$ cat src/rtl/freq_div_pkg.sv
// freq_div_pkg: shared state encoding, limits and ratio-legality helper for the divider controller
package freq_div_pkg;
  typedef enum logic [1:0] {IDLE, RUN, SWITCH} state_t;
  localparam int MIN_DIV = 2;
  function automatic logic div_legal(input int n, input int max_div);
    return n >= MIN_DIV && n <= max_div;
  endfunction
endpackage

$ cat src/rtl/freq_div_core.sv
// freq_div_core: period counter and same-cycle div_clk/tick decode
module freq_div_core #(
  parameter int WIDTH = 9
) (
  input  logic             clk,
  input  logic             rst_n,
  input  logic             run,
  input  logic             load,
  input  logic [WIDTH-1:0] load_div,
  output logic [WIDTH-1:0] cnt,
  output logic             wrap,
  output logic             div_clk,
  output logic             tick
);
  assign wrap    = run && cnt == load_div - WIDTH'(1);
  assign div_clk = run && cnt < (load_div >> 1);
  assign tick    = run && cnt == '0;
  always_ff @(posedge clk or negedge rst_n)
    if (!rst_n) cnt <= '0;
    else        cnt <= (!run || load || wrap) ? '0 : cnt + WIDTH'(1);
endmodule

$ cat src/rtl/freq_div_ctrl.sv
// freq_div_ctrl: programmable divider FSM; ratio changes and stops land only on period boundaries
module freq_div_ctrl
  import freq_div_pkg::*;
#(
  parameter int MAX_DIV = 256,
  parameter int WIDTH   = $clog2(MAX_DIV + 1),
  parameter int DEF_DIV = 4
) (
  input  logic             clk,
  input  logic             rst_n,
  input  logic             en,
  input  logic             cfg_valid,
  input  logic [WIDTH-1:0] cfg_div,
  output logic             cfg_ready,
  output logic             cfg_err,
  output logic             div_clk,
  output logic             tick,
  output logic [WIDTH-1:0] cur_div,
  output logic             busy
);
  state_t           state, state_n;
  logic [WIDTH-1:0] pend_div, cnt;
  logic             wrap, accept, ok, apply;
  assign cfg_ready = state != SWITCH;
  assign busy      = state != IDLE;
  assign accept    = cfg_valid && cfg_ready;
  assign ok        = accept && div_legal(int'(cfg_div), MAX_DIV);
  assign apply     = state == SWITCH && wrap;
  always_comb begin
    state_n = state;
    state_n = state == IDLE   ? (en ? RUN : IDLE) :
              wrap && !en     ? IDLE :
              state == SWITCH ? (wrap ? RUN : SWITCH) :
              ok              ? SWITCH : RUN;
  end
  always_ff @(posedge clk or negedge rst_n)
    if (!rst_n) begin
      state    <= IDLE;
      cur_div  <= WIDTH'(DEF_DIV);
      pend_div <= '0;
      cfg_err  <= 1'b0;
    end else begin
      state    <= state_n;
      cfg_err  <= accept && !ok;
      // a legal ratio that ends up in IDLE takes effect at once; otherwise it waits for the boundary
      cur_div  <= apply ? pend_div : (ok && state_n == IDLE) || (ok && state == IDLE) ? cfg_div : cur_div;
      pend_div <= ok && state_n == SWITCH ? cfg_div : pend_div;
    end
  freq_div_core #(.WIDTH(WIDTH)) u_core (
    .clk      (clk),
    .rst_n    (rst_n),
    .run      (busy),
    .load     (apply),
    .load_div (cur_div),
    .cnt      (cnt),
    .wrap     (wrap),
    .div_clk  (div_clk),
    .tick     (tick)
  );
endmodule

$ cat config.mk
export PLATFORM = sky130hd
export DESIGN_NAME = freq_div_ctrl
export DESIGN_NICKNAME = d
export VERILOG_FILES = /design/src/rtl/freq_div_pkg.sv /design/src/rtl/freq_div_core.sv /design/src/rtl/freq_div_ctrl.sv
export SDC_FILE = /design/constraint.sdc
export NUM_CORES = 1
export LEC_CHECK = 0
export ABC_AREA = 1
export CORE_AREA = 2 2 90 92
export CTS_CLUSTER_DIAMETER = 120
export DETAILED_ROUTE_END_ITERATION = 12
export DIE_AREA = 0 0 92 94
export HOLD_SLACK_MARGIN = 0.1
export SYNTH_ARGS = -nofsm -noshare
export SYNTH_HDL_FRONTEND = slang
export SYNTH_HIERARCHICAL = 1
export SYNTH_SLANG_ARGS = --single-unit
export TNS_END_PERCENT = 100
$ cat constraint.sdc
create_clock -name clk -period 3.1 [get_ports clk]
set_input_delay 0.31 -clock clk [delete_from_list [all_inputs] [get_ports clk]]
set_output_delay 0.31 -clock clk [all_outputs]
set_load 0.005 [all_outputs]
==> results.md <==
- The die covers a little under 9000 µm².
- Yosys instantiated no cell more often than nand2_1.
- After detailed routing, no signal wire sits above met4.
- The number of placed instances, taps included, is 427.
- Hold repair after CTS inserted 0 buffers.
- In this run, post-CTS repair resized a total of 0 instances.
- Detailed placement ended at an HPWL of a little over 4000 µm.
- The area growth from synthesis to layout is 21.0%.
- In this run the deepest clock path goes through 2 buffers.
- The clock tree from TritonCTS is yes.
- After synthesis the netlist holds a flip-flop and latch count of 30.
- The clock latency of the later-clocked register in the worst-skew pair is 0.28 ns.
- The number of antenna violations at the first check in global routing was 0.
- The portion of the clock cycle consumed by the worst path in the final layout is approximately nine tenths.
- The final-report hold violation count is 0.
- The routed design uses approximately 2400 µm of met2 wire.
- The number of global-route vias before repair is around 1900.
- Setup repair after global routing left no endpoint under its margin.
- Yosys printed 6 warnings.
- Of all cell types, the one taking the most synthesized area is dfrtp_1.
- The count of input and output buffers is 26.
- The I/O pin count is 27.
- The source of the critical timing path is cur_div[0].
- The run finished with clean final reports.
- The number of fill cells is between 800 and 900.
- The largest individual stage delay along the critical path comes from the cell dfrtp_1.
- The maximum level of the CTS H-tree is 2.
- The remaining antenna violation count is 0.
- The cell occurring most often along the worst timing path is nand2_1.
- For this run, the slowest stage of the critical path takes between 0.4 and 0.5 ns.
- The commonest cells after synthesis are 112 x nand2_1, 34 x inv_1, 30 x nor2_1.
- Yosys mapped a number of flops with a built-in enable equal to 0.
- After detailed routing, the number of remaining DRC violations is 0.
- The floorplan step set the die width to 92 µm.
- The first routing iteration left 170 violations.
- Traced cell by cell, the critical path runs through inv_1 -> ha_1 -> nand2_1 -> nor2_2 -> nand2_1 -> nand2_1 -> nand3_1 -> nand2_1 -> inv_1 -> nand3_2 -> inv_1 -> inv_1 -> nor2_1 -> nor2_1 -> o2111ai_2 -> nand2_1 -> nand2_1.
- The clock tree skew after final layout is 0.00734 ns.
- The synthesized instance count is between 300 and 400.
- Of the cells placed in the final design, the portion with a size suffix greater than 1 is roughly a tenth.
- Entering global routing, the biggest net connects 31 pins.
- The kind of capture point of the worst setup path is a flop.
- Of the post-synthesis cell area, the dominant cell type holds 33.6%.
- The routed layout has 1961 vias.
- The kind of cell adding the most delay to the critical path is simple AND/OR/NAND/NOR gates.
- The detail-routed net length per standard cell is 11.8 µm.
- Based on the critical path, the design can be clocked at up to 360 MHz.
- The normalized max-slew margin is between 50% and 60%.
- The aggregate global routing overflow is 0.
- The type of the worst min-delay path is input port to async pin.
- The number of antenna diodes in the final layout is 0.
- The number of distinct library cell variants in the gate-level netlist after synthesis is 30.
- In the synthesized netlist the async set-or-reset flop fraction comes to 100%.
- The CTS root buffer is clkbuf_8.
- The number of failing setup endpoints in the final timing report is 0.
- The post-synth net total is 326.
- The sum of buffers and inverters on the critical path is 4.
- The final cell count without fillers is 435.
- The effective utilization at floorplan is 28.4%.
- For this design, the sink count on the clock tree is 30.
- After detailed routing, the met3 layer carries 212 µm of wire.
- The clock buffer count from CTS is 5.
- The total core area is 7610 µm².
- The worst path needs 2.78 ns of the cycle, external delays included.
- The vertical die dimension is 94 µm.
- The power density of the placed cells is 817 nW/µm².
- The final RePlAce weighted congestion is 0.892.
- The largest vdd supply drop is 259 µV.
- The cell area after technology mapping is between 2000 and 2500 µm².
- In this run the critical register-to-register path is launched from cur_div[0].
- The clock transition at the registers of the reported paths is approximately 0.07 ns.
- The standard-cell row count is 32.
- Once the clock tree was built, the setup fixing pass inserted 0 buffers.
- The worst-margin pin slew is 0.605 ns.
- Ranked by total cell area, the synthesized netlist is headed by dfrtp_1 34%, nand2_1 19%, inv_1 5.9%.
- The post-layout net count is 355.
- The total wirelength of the detailed-routed design is ~5100 µm.
- By startpoint and endpoint, the worst setup path is classified as flop to flop.
- Data on the critical path arrives at its endpoint at 2.94 ns.
- Using the TritonRoute via totals, the vias-per-cell ratio works out to 4.51.
- The mean instance size in the synthesized netlist is 7.13 µm².
- The max-slew violation total from the final report is 0.
- Summing the sequential cell areas from Yosys gives 34.8% of the chip area.
- In the global route stage, overall resource usage came out at between 10% and 20%.
- For this block, wires on met1 add up to 2370 µm.
- For the final routed database, the setup TNS stands at 0 ns.
- The leakage power of the design is 0.00129 µW.
- Along the worst path, the maximum fanout reaches 12.
- The reported max-cap violation count is 0.
- Data on the critical path is required at its endpoint by 3.26 ns.
- The wire length of the first global-routing pass is 8900 µm.
- Before antenna repair, the detailed router went through 4 iterations.
- The most used flip-flop cell after synthesis is dfrtp_1.
- The type of origin of the critical path is a flop.
==> cell families after synthesis <==
group	Yosys count	synth area share, %
xor+xnor	10	4.05
buf+inv	44	8.51
compound gates	23	8.69
simple gates	186	38.2
flops	30	34.8
fa+ha+maj	10	5.79
==> layer usage <==
| metal | vias up | track usage [%] |
|---|---|---|
| met1 | 885 | 16.6 |
| li1 | 1024 | - |
| met2 | 43 | 21.4 |
| met5 | - | 0 |
| met4 | 0 | 5.85 |
| met3 | 9 | 2.41 |
==> per-stage QoR <==
step | setup WS, ns | hold slack [ns] | area [µm²] | util (%) | power [µW]
after floorplan | 0.883 | 0.0144 | 2160 | - | 1400
after global placement | 0.426 | 0.468 | 2520 | 33.2 | 1810
after detailed placement | 0.331 | 0.473 | 2520 | 33.2 | 1830
after CTS | 0.331 | 0.426 | 2620 | 34.4 | 2160
after global routing | 0.0339 | 0.460 | 2620 | 34.4 | 2360
final | 0.325 | 0.408 | 2620 | 34.4 | 2140
==> power breakdown <==
part	total (µW)	internal, µW	switching, µW	leakage (µW)
sequential	735	549	186	0.000380
clock	320	181	140	0.0000455
combinational	1080	472	608	0.000866
==> layout make-up <==
| type | count | area [µm²] | area share [%] |
|---|---|---|---|
| Clock buffer | 8 | 90.1 | 3.44 |
| Inverter | 38 | 145 | 5.55 |
| Multi-Input combinational cell | 229 | 1220 | 46.8 |
| Sequential cell | 30 | 752 | 28.8 |
| Tap cell | 102 | 128 | 4.88 |
| Timing Repair Buffer | 28 | 275 | 10.5 |
==> path summary, 6_finish.rpt <==
check	endpoint	slack [ns]	cells after the start
setup / recovery	pend_div[7]	0.32	17
min in group clk	pend_div[0]	0.49	2
hold reg to reg	pend_div[0]	0.49	2
hold / removal	pend_div[7]	0.41	2
max in group asynchronous	cur_div[2]	2.36	2
setup reg to reg	pend_div[7]	0.32	17
==> state kept, by name (all words and copies together) (netlist names) <==
signal      flops
cfg_err         1
cur_div         9
state           2
pend_div        9
u_core/cnt      9
==> cells in the final DEF, fill, tap and decap left out, types with 6 or more instances in the layout <==
cell type	count
clkbuf_8	6
clkdlybuf4s50_1	26
dfrtp_1	29
ha_1	10
inv_1	34
nand2_1	112
nand3_1	21
nor2_1	30
nor2_2	6
o2111ai_1	10
o21ai_0	6
xor2_1	7
Note: power is estimated with default switching activity, not from simulation.
